--- src/rtl/deskew_buffer_pkg.sv ---
// Shared types for the output deskew buffer: capture-controller states.
package deskew_pkg;

  typedef enum logic {
    FILL = 1'b0,
    FULL = 1'b1
  } deskew_state_t;

endpackage

--- src/rtl/deskew_buffer_delay_line.sv ---
// Enable-gated shift register of DEPTH stages; DEPTH=0 degenerates to a wire.
module delay_line #(
  parameter int WIDTH = 8,
  parameter int DEPTH = 1
) (
  input  logic             clk,
  input  logic             rst,
  input  logic             enable,
  input  logic [WIDTH-1:0] d,
  output logic [WIDTH-1:0] q
);

  generate
    if (DEPTH == 0) begin : g_wire
      // No storage: clock, reset and enable are intentionally unused here.
      logic unused_ctrl;
      assign unused_ctrl = &{1'b0, clk, rst, enable};
      assign q = d;
    end else begin : g_shift
      logic [WIDTH-1:0] stage_p [DEPTH];

      // Stage boundary: shift one position per enabled edge, hold on stall.
      always_ff @(posedge clk or negedge rst) begin
        if (!rst) begin
          for (int i = 0; i < DEPTH; i++) stage_p[i] <= '0;
        end else if (enable) begin
          stage_p[0] <= d;
          for (int i = 1; i < DEPTH; i++) stage_p[i] <= stage_p[i-1];
        end
      end

      assign q = stage_p[DEPTH-1];
    end
  endgenerate

endmodule

--- src/rtl/deskew_buffer.sv ---
// Realigns the diagonally skewed result stream of the systolic array into
// rows, captures one tile of ARRAY_SIZE rows and serves row reads.
module deskew_buffer
  import deskew_pkg::*;
#(
  parameter int DATA_WIDTH = 8,
  parameter int ARRAY_SIZE = 4
) (
  input  logic                         clk,
  input  logic                         rst,
  input  logic                         enable,
  input  logic                         in_valid,
  input  logic signed [DATA_WIDTH-1:0] data_in [ARRAY_SIZE],
  input  logic                         clear,
  input  logic                         read,
  input  logic [$clog2(ARRAY_SIZE)-1:0] row_ptr,
  output logic signed [DATA_WIDTH-1:0] data_out [ARRAY_SIZE],
  output logic                         out_valid,
  output logic                         full,
  output logic                         overflow
);

  localparam int PTR_W = $clog2(ARRAY_SIZE);

  // Realigned row: column j delayed by ARRAY_SIZE-1-j enabled edges, so all
  // columns of one row line up with the delayed column-0 valid.
  logic signed [DATA_WIDTH-1:0] col_p1 [ARRAY_SIZE];
  logic                         vld_p1;

  genvar j;
  generate
    for (j = 0; j < ARRAY_SIZE; j++) begin : g_col
      logic [DATA_WIDTH-1:0] col_q;
      delay_line #(
        .WIDTH (DATA_WIDTH),
        .DEPTH (ARRAY_SIZE-1-j)
      ) u_col (
        .clk    (clk),
        .rst    (rst),
        .enable (enable),
        .d      (data_in[j]),
        .q      (col_q)
      );
      assign col_p1[j] = $signed(col_q);
    end
  endgenerate

  delay_line #(
    .WIDTH (1),
    .DEPTH (ARRAY_SIZE-1)
  ) u_vld (
    .clk    (clk),
    .rst    (rst),
    .enable (enable),
    .d      (in_valid),
    .q      (vld_p1)
  );

  deskew_state_t                state;
  logic [PTR_W-1:0]             wr_ptr;
  logic signed [DATA_WIDTH-1:0] row_store [ARRAY_SIZE][ARRAY_SIZE];
  logic                         aligned_p1;
  logic                         row_wr_p1;

  // A complete row is present only on an enabled edge; clear drops it.
  assign aligned_p1 = enable & vld_p1;
  assign row_wr_p1  = aligned_p1 & ~clear & (state == FILL);

  // Stage boundary: capture controller (FILL/FULL), write pointer, flags.
  always_ff @(posedge clk or negedge rst) begin
    if (!rst) begin
      state    <= FILL;
      wr_ptr   <= '0;
      full     <= 1'b0;
      overflow <= 1'b0;
    end else if (clear) begin
      state    <= FILL;
      wr_ptr   <= '0;
      full     <= 1'b0;
      overflow <= 1'b0;
    end else if (aligned_p1) begin
      case (state)
        FILL: begin
          if (wr_ptr == PTR_W'(ARRAY_SIZE-1)) begin
            wr_ptr <= '0;
            full   <= 1'b1;
            state  <= FULL;
          end else begin
            wr_ptr <= wr_ptr + PTR_W'(1);
          end
        end
        FULL: overflow <= 1'b1;
        default: state <= FILL;
      endcase
    end
  end

  // Stage boundary: row store, written with the realigned row.
  always_ff @(posedge clk or negedge rst) begin
    if (!rst) begin
      for (int r = 0; r < ARRAY_SIZE; r++)
        for (int c = 0; c < ARRAY_SIZE; c++) row_store[r][c] <= '0;
    end else if (row_wr_p1) begin
      row_store[wr_ptr] <= col_p1;
    end
  end

  // Stage boundary: registered read port, independent of enable; a read on
  // the clearing edge still sees the old store because full is still high.
  always_ff @(posedge clk or negedge rst) begin
    if (!rst) begin
      out_valid <= 1'b0;
      for (int c = 0; c < ARRAY_SIZE; c++) data_out[c] <= '0;
    end else if (read && full) begin
      out_valid <= 1'b1;
      data_out  <= row_store[row_ptr];
    end else begin
      out_valid <= 1'b0;
    end
  end

endmodule

--- config.mk ---
export PLATFORM = sky130hd
export DESIGN_NAME = deskew_buffer
export DESIGN_NICKNAME = d
export VERILOG_FILES = /design/src/rtl/deskew_buffer_pkg.sv /design/src/rtl/deskew_buffer_delay_line.sv /design/src/rtl/deskew_buffer.sv
export SDC_FILE = /design/constraint.sdc
export NUM_CORES = 1
export LEC_CHECK = 0
export BUFFER_PORTS_ARGS = -buffer_cell sky130_fd_sc_hd__buf_2
export CAP_MARGIN = 10
export CORE_MARGIN = 3
export CORE_UTILIZATION = 62
export CTS_BUF_LIST = sky130_fd_sc_hd__clkbuf_4
export DETAILED_ROUTE_END_ITERATION = 10
export PLACE_DENSITY_LB_ADDON = 0.3
export SLEW_MARGIN = 20
export SYNTH_ARGS = -nofsm -noshare
export SYNTH_HDL_FRONTEND = slang
export SYNTH_SLANG_ARGS = --single-unit
export TNS_END_PERCENT = 50
--- constraint.sdc ---
create_clock -name clk -period 1.7 [get_ports clk]
set_input_delay 0.085 -clock clk [delete_from_list [all_inputs] [get_ports clk]]
set_output_delay 0.085 -clock clk [all_outputs]
set_load 0.05 [all_outputs]
==> flow_summary.json, run 1 <==
{
  "status": "finished clean",
  "ctsHtreeMaxLevel": 2,
  "n_antenna_cell": 0,
  "hpwl_um": 10600,
  "io_pins": 75,
  "crit_type": "reg -> reg",
  "clock.fmax_ghz": 0.640,
  "clock_path_buffers": 3,
  "first_global_vias": 5960,
  "ys_seq_elements": 217,
  "grt_overflow": 0,
  "leakagePower_nw": 5.25,
  "path_clk_slew_ns": 0.07,
  "antenna_found_initial": 0,
  "ys.warnings.count": 0,
  "std_cell_rows": 43,
  "grt_max_degree": 65,
  "clkSinkCount": 217,
  "grt_pass1_wl_um": 29900,
  "dieHeight_um": 125,
  "die_w_um": 125,
  "syn_area_sq_um": 8850,
  "ant_nets": 0,
  "period_minus_slack_ns": 1.56,
  "drv_cap": 0,
  "gp_routability_congestion": 0.775,
  "tns_ns": 0,
  "rsz0062_at_grt": "false",
  "avgSynthCellArea_sq_um": 15.1,
  "area_delta_synth_final_pct": 19.5,
  "wirelength_um": 17800,
  "met3_length_um": 902,
  "worstMarginPinSlew_ns": 0.496,
  "synth.net_count": 630,
  "coreArea_sq_um": 13900,
  "synthCells": 586,
  "setup_viol": 0,
  "crit_path_max_fanout": 27,
  "startpoint_type": "register",
  "routedWlPerCell_um": 18.6,
  "ys_seq_area_share_pct": 61.4,
  "p_per_area_nw_per_um2": 1190,
  "worst_ep_arrival_time_ns": 2.07,
  "timing.final.crit_share_pct": 91.9,
  "drc": 0,
  "mostFrequentLayoutCell": "dfrtp_1",
  "whs_ns": 0.00831,
  "hold_violations": 0,
  "drt-initial-drc-count": 261,
  "ys_types": 20,
  "clock_latency_ns": 0.65,
  "worstSetupEndpointType": "register",
  "initial_core_util_pct": 63.5,
  "place.port_buffers": 74,
  "final_nets": 786,
  "die_area_sq_um": 15700,
  "vias_per_cell": 5.73,
  "drive_gt1_share_pct": 46.7,
  "hp-class": "in -> reg",
  "final_cell_mix": "dfrtp_1 (216), mux2_2 (179), clkbuf_4 (76), buf_2 (72), mux2i_1 (64)",
  "maxSlewViolCount": 0,
  "numCtsBuffers": 54,
  "dr_wl_met2_um": 8920,
  "dr.pass1.iters": 4,
  "finClkSkew_ns": 0.0216,
  "r2r_slack_ns": 0.14,
  "cts_tree": "yes",
  "dr.max_layer_used": "met4",
  "wl_met1_um": 7750,
  "cts_root_buf": "clkbuf_4",
  "slew_headroom_pct": 66.9,
  "dr_total_vias": 5494,
  "cp.required_ns": 2.21,
  "peakVddDrop_mv": 0.724,
  "track_usage_pct": 23.8
}
==> metal layers <==
layer	global-route usage, %	up-vias
li1	-	2483
met1	32.4	2847
met2	38.7	142
met3	4.36	22
met4	8.61	0
met5	0	-
==> flip-flops by register name, indices dropped and copies added, names as in the netlist <==
register	cells
data_out	32
full	1
g_col.u_col.g_shift.stage_p	24
g_col.u_col.q	24
out_valid	1
overflow	1
row_store	128
state	1
u_vld.g_shift.stage_p	2
u_vld.q	1
wr_ptr	2
==> cell type report <==
type	instances	area, sq um
Clock inverter	16	62.6
Clock buffer	76	571
Inverter	4	15.0
Timing Repair Buffer	134	1040
Multi-Input combinational cell	331	3230
Sequential cell	217	5430
Fill cell	869	3370
Tap cell	180	225
==> critical path, stage by stage, from the launching register on <==
cell and delay, ns:
dfrtp_1 0.43, and4bb_2 0.30, nand2_2 0.12, buf_12 0.22, mux2_2 0.36
==> repair_timing <==
item                                    CTS  global route
hold buffers                             39             0
resized for setup                         0             2
endpoints found under the hold margin   291             0
endpoints found under the setup margin    0             1
setup buffers                             0             1
==> cell usage after synthesis (all sizes together) <==
master  count  area [sq um]
a21oi       2          10.0
a31oi       2          12.5
and4bb      1          12.5
buf        29           166
clkbuf      5          18.8
dfrtp     217          5430
ha          4          50.1
inv         4          15.0
mux2      179          2020
mux2i      64           641
nand2      39           149
nand2b      1          6.26
nand4b      1          8.76
nor2        2          7.51
o21ai       3          15.0
o221ai     32           280
or4         1          7.51
==> power breakdown <==
part / leakage, nW / internal, mW / switching, mW / total, mW
registers: 2.80 / 6.19 / 0.587 / 6.77
logic: 2.06 / 1.12 / 0.714 / 1.83
clock network: 0.382 / 2.05 / 1.95 / 4.00
==> cell families after synthesis <==
family / share of synthesized area (%)
buffers and inverters: 2.26
AO/OA/AOI/OAI: 3.59
multiplexers: 30.0
AND/OR/NAND/NOR: 2.16
adder cells (fa/ha/maj): 0.566
flip-flops: 61.4
==> path summary, 6_finish.rpt <==
kind / from / to / cells after the start
setup / recovery: state / row_store[117] / 4
hold / removal: enable / wr_ptr[1] / 4
setup reg to reg: state / row_store[117] / 4
hold reg to reg: data_out[12] / data_out[12] / 2
max in group asynchronous: rst / row_store[89] / 3
min in group asynchronous: rst / data_out[22] / 3
==> through the flow <==
step                      power [mW]  worst slack, ns  std cells  area, sq um  utilization [%]
after detailed placement        8.63            0.149        827         9540             68.4
after global routing            13.3           0.0653        958        10600             75.8
final                           12.6            0.137        958        10600             75.8
after CTS                       12.7           0.0710        958        10600             75.9
after global placement          8.42            0.217        827         9540             68.4
after floorplan                 8.00            0.162        586         8850                -
No activity file was read; power rests on OpenSTA's default activity.
==> run 2, diff against run 1 <==
- BUFFER_PORTS_ARGS: -buffer_cell sky130_fd_sc_hd__buf_2 -> -buffer_cell sky130_fd_sc_hd__buf_4
==> run 2 against run 1 <==
Effect of this change:
- first-iteration DRC count shrank 13%
- global-route usage shrank 0.26 points
- critical endpoint is now row_store[46]
- largest cell class unchanged
- sequential power is essentially flat
==> flow_summary.json, run 2 (synthesis results as in run 1) <==
{
  "hold_violations": 0,
  "antenna_found_initial": 1,
  "grt_pass1_wl_um": 29800,
  "peakVddDrop_mv": 0.719,
  "final_nets": 786,
  "leakagePower_nw": 5.28,
  "hpwl_um": 10900,
  "mostFrequentLayoutCell": "dfrtp_1",
  "clkSinkCount": 217,
  "gp_routability_congestion": 0.745,
  "slew_headroom_pct": 64.3,
  "area_delta_synth_final_pct": 21.5,
  "cp.required_ns": 2.22,
  "p_sw_mw": 3.16,
  "timing.final.crit_share_pct": 94.8,
  "p_sw_share_pct": 25.2,
  "multiInputGateArea_sq_um": 3230,
  "finish.instance_area_sq_um": 10800,
  "die_w_um": 125,
  "r2r_slack_ns": 0.09,
  "p_per_area_nw_per_um2": 1160,
  "rsz0062_at_grt": "false",
  "drt-initial-drc-count": 228,
  "period_minus_slack_ns": 1.61,
  "crit_path_max_fanout": 7,
  "place.port_buffers": 74,
  "status": "finished clean",
  "cts-resized-gates": 0,
  "dr.pass1.iters": 4,
  "coreArea_sq_um": 13900,
  "worstMarginPinSlew_ns": 0.535,
  "clock.fmax_ghz": 0.620,
  "clockPowerShare_pct": 30.9,
  "tns_ns": 0,
  "initial_core_util_pct": 63.5,
  "grt_max_degree": 69,
  "reg_top3": "row_store: 128 flops, data_out: 32 flops",
  "fillers": 843,
  "worst_ep_arrival_time_ns": 2.13,
  "largest_register_ffs": 128,
  "wirelength_um": 17800,
  "hp-class": "in -> reg",
  "drv_cap": 0,
  "pwr-share-comb_pct": 14.9,
  "wl_met1_um": 7830,
  "p_int_mw": 9.36,
  "dr_total_vias": 5457,
  "drive_gt1_share_pct": 46.7,
  "dieHeight_um": 125,
  "pwr-share-seq_pct": 54.1,
  "first_global_vias": 5968,
  "cts_tree": "yes",
  "regMostFlops": "row_store",
  "clock_path_buffers": 3,
  "startpoint_type": "register",
  "io_pins": 75,
  "std_cell_rows": 43,
  "crit_type": "reg -> reg",
  "p_total_mw": 12.5,
  "dr.max_layer_used": "met4",
  "ctsHtreeMaxLevel": 2,
  "track_usage_pct": 23.5,
  "met3_length_um": 819,
  "die_area_sq_um": 15700,
  "seq_area_sq_um": 5430,
  "placed_cell_area_sq_um": 9770,
  "routedWlPerCell_um": 18.8,
  "dr_wl_met2_um": 8820,
  "cts_root_buf": "clkbuf_4",
  "final_cell_mix": "dfrtp_1 (217), mux2_2 (179), buf_4 (85), clkbuf_4 (77), mux2i_1 (64)",
  "grt_overflow": 0,
  "vias_per_cell": 5.75,
  "setup_viol": 0,
  "ant_nets": 0,
  "numCtsBuffers": 52,
  "path_clk_slew_ns": 0.07,
  "maxSlewViolCount": 0,
  "worstSetupEndpointType": "register",
  "finClkSkew_ns": 0.0310,
  "clock_latency_ns": 0.64,
  "drc": 0
}
run 2: cell types whose count changed in the layout (fill, tap and decap cells not counted), moves of 2 or more:
cell	previous run	this run
buf_12	9	11
inv_2	2	0
buf_4	15	85
clkinv_1	13	3
buf_2	72	0
dlygate4sd3_1	37	39
clkinv_2	2	0
run 2: final timing paths:
check,start,endpoint,cells past startpoint
setup / recovery,state,row_store[46],4
hold / removal,row_ptr[1],data_out[3],3
setup reg to reg,state,row_store[46],4
hold reg to reg,data_out[26],data_out[26],2
max in group asynchronous,rst,row_store[14],4
min in group asynchronous,rst,data_out[28],3
run 2: critical path, cell delays in order (launching register included):
cell      delay (ns)
dfrtp_1         0.43
and4bb_2        0.41
nand2_2         0.18
buf_4           0.21
mux2_2          0.28
run 2: area by class of cell:
type	count	area share [%]
clock buffers	77	5.38
diodes	1	0.0233
inverters	4	0.140
multi-input cells	331	30.0
clock inverters	3	0.105
repair buffers	136	11.8
well taps	180	2.09
flip-flops and latches	217	50.5
run 2: per-stage QoR:
step,cells,hold WS [ns],setup WS (ns),utilization (%)
floorplan,586,-0.211,0.162,-
global placement,829,0.0719,0.157,70.1
detailed placement,829,0.0813,0.0850,70.1
CTS,948,0.00354,0.0875,77.1
global route,949,0.0356,0.0384,77.2
finish,949,0.0537,0.0882,77.2
run 2: power by group through the flow:
stage | Sequential [mW] | Clock [mW] | Combinational, mW
after global placement | 6.77 | 0 | 1.69
after detailed placement | 6.87 | 0 | 1.81
after global routing | 6.89 | 4.27 | 2.06
after CTS | 6.77 | 3.98 | 1.89
after floorplan | 6.69 | 0 | 1.31
final | 6.78 | 3.87 | 1.87
run 2: repair_timing:
item / CTS / global route
hold buffers: 39 / 0
hold endpoints to repair: 293 / 0
setup buffers: 0 / 0
setup endpoints to repair: 0 / 0
run 2: metal layers:
layer	global-route usage (%)	vias to the layer above
li1	-	2476
met1	31.0	2813
met2	38.8	131
met3	5.47	37
met4	8.16	0
met5	0	-
